<file path="src/rtl/regfile_arbiter.sv">
// regfile_arbiter: shares one register file between the core datapath and the
// debug module. The core has priority; every cycle exactly one owner (CORE,
// DBG or NONE) drives all register-file control pins. Reads have a one-cycle
// registered latency, so the owner of each granted read is remembered for one
// cycle to route the returning data valid to the right requester.
//
// Optional feature: define REGFILE_ARB_STARVE_GUARD_EN to build the debug
// starvation guard (debug is forced in after STARVE_LIMIT consecutive cycles
// of waiting behind core grants). Without the macro, core priority is strict.
//
// Handshake: a grant (core_gnt / dbg_ready) is combinational in the same cycle
// as the request and the access commits at that rising edge; requesters hold
// their request and payload stable until granted. core_rvalid / dbg_rvalid
// assert exactly one cycle after a granted read and are never stalled.

module regfile_arbiter #(
    parameter int unsigned STARVE_LIMIT = 8
) (
    input  logic        clk,
    input  logic        rst,
    input  logic        core_req,
    input  logic [4:0]  core_rs1,
    input  logic [4:0]  core_rs2,
    input  logic        core_we,
    input  logic [4:0]  core_rd,
    input  logic [31:0] core_wdata,
    output logic        core_gnt,
    output logic        core_rvalid,
    input  logic        dbg_req,
    input  logic        dbg_we,
    input  logic [4:0]  dbg_addr,
    input  logic [31:0] dbg_wdata,
    output logic        dbg_ready,
    output logic        dbg_rvalid,
    output logic [31:0] dbg_rdata,
    output logic        rf_we,
    output logic [4:0]  rf_a1,
    output logic [4:0]  rf_a2,
    output logic [4:0]  rf_a3,
    output logic [31:0] rf_wdata,
    input  logic [31:0] rf_rd1,
    input  logic [31:0] rf_rd2
);

    typedef enum logic [1:0] {
        OWN_NONE = 2'd0,
        OWN_CORE = 2'd1,
        OWN_DBG  = 2'd2
    } owner_t;

    owner_t owner;
    owner_t rd_owner;
    logic   force_dbg;
    logic   we_sel;

    // The core consumes RD2 straight from the register file; only RD1 is
    // steered back to debug.
    logic unused_rd2;
    assign unused_rd2 = ^rf_rd2;

`ifdef REGFILE_ARB_STARVE_GUARD_EN
    logic [7:0] starve_cnt;

    // Count consecutive cycles debug waits behind a core grant.
    always_ff @(posedge clk) begin
        if (rst) begin
            starve_cnt <= 8'd0;
        end else if (!dbg_req || dbg_ready) begin
            starve_cnt <= 8'd0;
        end else if (core_gnt) begin
            starve_cnt <= starve_cnt + 8'd1;
        end
    end

    assign force_dbg = (starve_cnt == 8'(STARVE_LIMIT));
`else
    // Strict core priority; the limit only matters when the guard is built in.
    logic unused_limit;
    assign unused_limit = ^32'(STARVE_LIMIT);
    assign force_dbg    = 1'b0;
`endif

    // Pick this cycle's owner; nothing is granted while reset is asserted.
    always_comb begin
        owner = OWN_NONE;
        if (!rst) begin
            if (dbg_req && (!core_req || force_dbg)) begin
                owner = OWN_DBG;
            end else if (core_req) begin
                owner = OWN_CORE;
            end
        end
    end

    // The owner drives every register-file pin; writes to x0 are suppressed.
    always_comb begin
        core_gnt  = 1'b0;
        dbg_ready = 1'b0;
        rf_a1     = 5'd0;
        rf_a2     = 5'd0;
        rf_a3     = 5'd0;
        rf_wdata  = 32'd0;
        we_sel    = 1'b0;
        case (owner)
            OWN_CORE: begin
                core_gnt = 1'b1;
                rf_a1    = core_rs1;
                rf_a2    = core_rs2;
                rf_a3    = core_rd;
                rf_wdata = core_wdata;
                we_sel   = core_we;
            end
            OWN_DBG: begin
                dbg_ready = 1'b1;
                rf_a1     = dbg_addr;
                rf_a3     = dbg_addr;
                rf_wdata  = dbg_wdata;
                we_sel    = dbg_we;
            end
            default: begin
            end
        endcase
        rf_we = we_sel && (rf_a3 != 5'd0);
    end

    // Remember who issued the read granted this cycle (debug writes do not read).
    always_ff @(posedge clk) begin
        if (rst) begin
            rd_owner <= OWN_NONE;
        end else begin
            case (owner)
                OWN_CORE: rd_owner <= OWN_CORE;
                OWN_DBG:  rd_owner <= dbg_we ? OWN_NONE : OWN_DBG;
                default:  rd_owner <= OWN_NONE;
            endcase
        end
    end

    // A read pending across a reset is dropped rather than returned.
    assign core_rvalid = !rst && (rd_owner == OWN_CORE);
    assign dbg_rvalid  = !rst && (rd_owner == OWN_DBG);
    assign dbg_rdata   = dbg_rvalid ? rf_rd1 : 32'd0;

endmodule
</file>
<file path="config.mk">
export PLATFORM = sky130hd
export DESIGN_NAME = regfile_arbiter
export DESIGN_NICKNAME = d
export VERILOG_FILES = /design/src/rtl/regfile_arbiter.sv
export SDC_FILE = /design/constraint.sdc
export NUM_CORES = 1
export LEC_CHECK = 0
export CORE_AREA = 2 2 91 93
export DETAILED_ROUTE_END_ITERATION = 7
export DIE_AREA = 0 0 93 95
export GPL_TIMING_DRIVEN = 0
export PLACE_DENSITY = 0.69
export SLEW_MARGIN = 15
export SYNTH_ARGS = -nofsm -noshare
export SYNTH_HDL_FRONTEND = slang
export SYNTH_SLANG_ARGS = --single-unit
</file>
<file path="constraint.sdc">
create_clock -name clk -period 1.3 [get_ports clk]
set_input_delay 0.26 -clock clk [delete_from_list [all_inputs] [get_ports clk]]
set_output_delay 0.26 -clock clk [all_outputs]
set_load 0.05 [all_outputs]
</file>
==> results of run 1 <==
[cell families (layout without fill, tap and decap cells)]
group,after synthesis,after routing,synth area share
compound gates,44,44,0.477
buf+inv,12,253,0.0772
flops,2,2,0.0504
simple gates,49,49,0.395
[area by class of cell]
class                           count  area [um^2]  share of cell area
Tap cell                          105          131              0.0300
Clock buffer                        3         41.3             0.00942
Buffer                              9          151              0.0345
Sequential cell                     2         42.5             0.00970
Timing Repair Buffer              241         2890               0.660
Multi-Input combinational cell     93         1130               0.257
[where the power goes]
| part | switching [mW] | leakage (nW) | internal [mW] |
|---|---|---|---|
| combinational | 0.656 | 1.94 | 0.842 |
| sequential | 0.00221 | 0.0172 | 0.0650 |
| clock | 0.0474 | 0.0216 | 0.196 |
[worst min-delay path by stage]
| stage | cells past startpoint | slack [ns] | to | start |
|---|---|---|---|---|
| floorplan | 1 | 0.33 | rd_owner[0] | rst |
| global placement | 2 | 0.88 | rd_owner[1] | dbg_we |
| detailed placement | 2 | 0.88 | rd_owner[1] | dbg_we |
| CTS | 3 | 0.37 | rd_owner[0] | rst |
| global route | 2 | 0.32 | rd_owner[1] | dbg_we |
| finish | 2 | 0.29 | rd_owner[1] | dbg_we |
[per-layer routing]
layer | global-route usage | vias to the layer above | wire, um
met4 | 0.0233 | 0 | 42
met2 | 0.312 | 142 | 3920
met1 | 0.150 | 877 | 2410
met3 | 0.0543 | 4 | 848
li1 | - | 888 | -
met5 | 0 | - | 0
[synthesized netlist by cell type]
library cell	instances	share of area
sky130_fd_sc_hd__nand2_1	2	0.0095
sky130_fd_sc_hd__nor2b_2	1	0.011
sky130_fd_sc_hd__buf_4	2	0.019
sky130_fd_sc_hd__and2_1	37	0.29
sky130_fd_sc_hd__a22o_2	2	0.025
sky130_fd_sc_hd__nor3_1	1	0.0063
sky130_fd_sc_hd__nor3b_4	1	0.024
sky130_fd_sc_hd__clkbuf_1	3	0.014
sky130_fd_sc_hd__dfxtp_1	2	0.050
sky130_fd_sc_hd__a22o_1	39	0.43
sky130_fd_sc_hd__nand3b_1	1	0.0095
sky130_fd_sc_hd__a21oi_1	2	0.013
sky130_fd_sc_hd__buf_2	7	0.044
sky130_fd_sc_hd__nor2_1	2	0.0095
sky130_fd_sc_hd__nor3b_1	2	0.019
sky130_fd_sc_hd__nor2b_1	2	0.016
sky130_fd_sc_hd__a211oi_1	1	0.0095
[placed cells by master, fill, tap and decap left out, drive strengths merged]
cell type        n
dlymetal6s2s     1
a211oi           1
a21oi            2
nand2            2
nor2b            3
nor2             2
dfxtp            2
nand3b           1
clkbuf           6
nor3             1
dlygate4sd2      8
buf            129
a22o            41
nor3b            3
and2            37
clkdlybuf4s50  109
[repair_timing]
item | in CTS | in global routing
endpoints found under the setup margin | 85 | 83
buffers inserted | 20 | 10
gates cloned | 6 | 1
gates resized for setup | 739 | 20
hold endpoints to repair | 0 | 0
pin swaps | 65 | 8
==> PnR_summary.wiki, run 1 <==
{| class="wikitable"
! Metric !! Value
|-
| Tightest Pin Transition || 0.257 ns
|-
| Max clock buf depth || 2
|-
| First DRT Iteration DRCs || 7
|-
| Min-delay worst type || in2reg
|-
| Number of fill cells in the layout || around 650
|-
| Setup TNS after final layout || -19.21 ns
|-
| Vias in the first global route || 2,137
|-
| Crit path top cell by count || sky130_fd_sc_hd__buf_6
|-
| Number of standard cells after synthesis || 107
|-
| Failing checks || negative setup slack
|-
| Peak supply drop || between 0.2 and 0.3 mV
|-
| Vias after detailed routing || 1,911
|-
| IO Port Bufs || 205
|-
| Effective utilization at floorplan || 0.100
|-
| Family with the most delay on the worst path || buffers and inverters
|-
| Crit end category || output port
|-
| Final cell count without fillers || 453
|-
| Arrival time at the worst endpoint || around 1.4 ns
|-
| Worst endpoint required time || 1.04 ns
|-
| Leakage power total || around 2.0 nW
|-
| Area growth from synthesis to layout || 452%
|-
| Total placed instance area || 3340 um^2
|-
| Number of synthesis warnings || 0
|-
| Overall die width || 93 um
|-
| Total I/O pin count || approximately 240
|-
| CTS Buf Count || 3
|-
| Final worst setup slack || -0.344 ns
|-
| Critical Path Max Stage Delay || ~0.27 ns
|-
| Net total in the final layout || 504
|-
| Type of element launching the critical path || primary input
|-
| Drt first pass iters || 2
|-
| Remaining max-slew budget at the tightest pin || 0.830
|-
| TritonCTS clock tree || built
|-
| Core area || 7930 um^2
|-
| Netlist Area Pre-Place || 795 um^2
|-
| Number of antenna violations at the first check in global routing || 0
|-
| Status || finished with violations
|-
| Total power divided by cell area || 412 nW/um^2
|-
| RSZ-0062 raised after global routing || true
|-
| Number of antenna-violating nets in the routed design || 0
|-
| Final period utilization || 1.26
|-
| Count of cell instances traversed by the critical path || 7
|-
| Flip-flop count of the largest register, all copies and words added || 2
|-
| Max-Cap Viols || 0
|-
| Max-slew violation total from the final report || 0
|-
| Estimated wirelength of the detail-placed design || 5.33 mm
|-
| Total inserted antenna cells || 0
|-
| Total detailed-routing wirelength || 7.22 mm
|-
| Combined global-route utilization of all metal layers || 0.153
|-
| Peak fanout along the critical path || 6
|-
| Final hold violations || 0
|-
| Worst hold margin || ~0.29 ns
|-
| Routability Congestion || 0.684
|-
| Distinct cells, synth || 17
|-
| Routed length per placed instance || between 15 and 20 um
|-
| Setup Crit Path Kind || in2out
|-
| Pre-CTS worst setup slack || -2.25 ns
|-
| Final cell utilization of the core || 0.553
|-
| Shortest clock period the worst path allows after layout || 1.64 ns
|-
| Root cell of the clock tree || sky130_fd_sc_hd__clkbuf_8
|-
| Per-cell via count in the routed design || around 4.2
|-
| Total of hold buffers inserted after clock tree synthesis || 0
|-
| Largest net degree at the start of global routing || 11
|-
| Die H || 95 um
|-
| Clk pin slew, worst setup/hold paths || about 0.03 ns
|-
| Proportion of layout cells with a drive suffix above 1 || 0.644
|-
| Final Power || ~1.8 mW
|-
| Post-route standard cell area excluding fillers || 4380 um^2
|-
| Most flops, register || rd_owner
|-
| Number of rows in the core area || 33
|-
| Destination of the critical timing path || rf_we
|-
| Wire length of the first global-routing pass || between 10 and 15 mm
|-
| Placed Cells incl. Taps || 417
|-
| Number of remaining DRC errors || 0
|-
| Mean post-synth cell area || 7.43 um^2
|-
| Worst Setup SP || dbg_req
|-
| GRT Residual Overflow || 0
|-
| Die area || between 8000 and 9000 um^2
|-
| Finish-stage setup viols || 83
|-
| Slowest CP cell || sky130_fd_sc_hd__a22o_4
|-
| Clock Sink Count || 2
|-
| Sequential cell area fraction in the yosys report || 0.0504
|-
| Critical-path cell list || buf_6 > nor3b_4 > buf_6 > a22o_4 > nor3_4 > a211oi_4 > buf_6
|-
| Achievable frequency || 608 MHz
|-
| Buffering stage count on the worst path with inverters included || 3
|-
| FF+latch count, synth || 2
|-
| Largest registers in the final layout || rd_owner (2)
|-
| Post-synthesis net count || 261
|-
| Deepest level of the CTS H-tree || 1
|}
(Power assumes the default switching activity.)
==> run 2: changes to the inputs <==
Settings changed: ABC_CLOCK_PERIOD_IN_PS set to 1300, SLEW_MARGIN 15 to 20.
==> results of run 2 <==
Same layout as run 1: the final DEF is identical, and so are final timing and power.
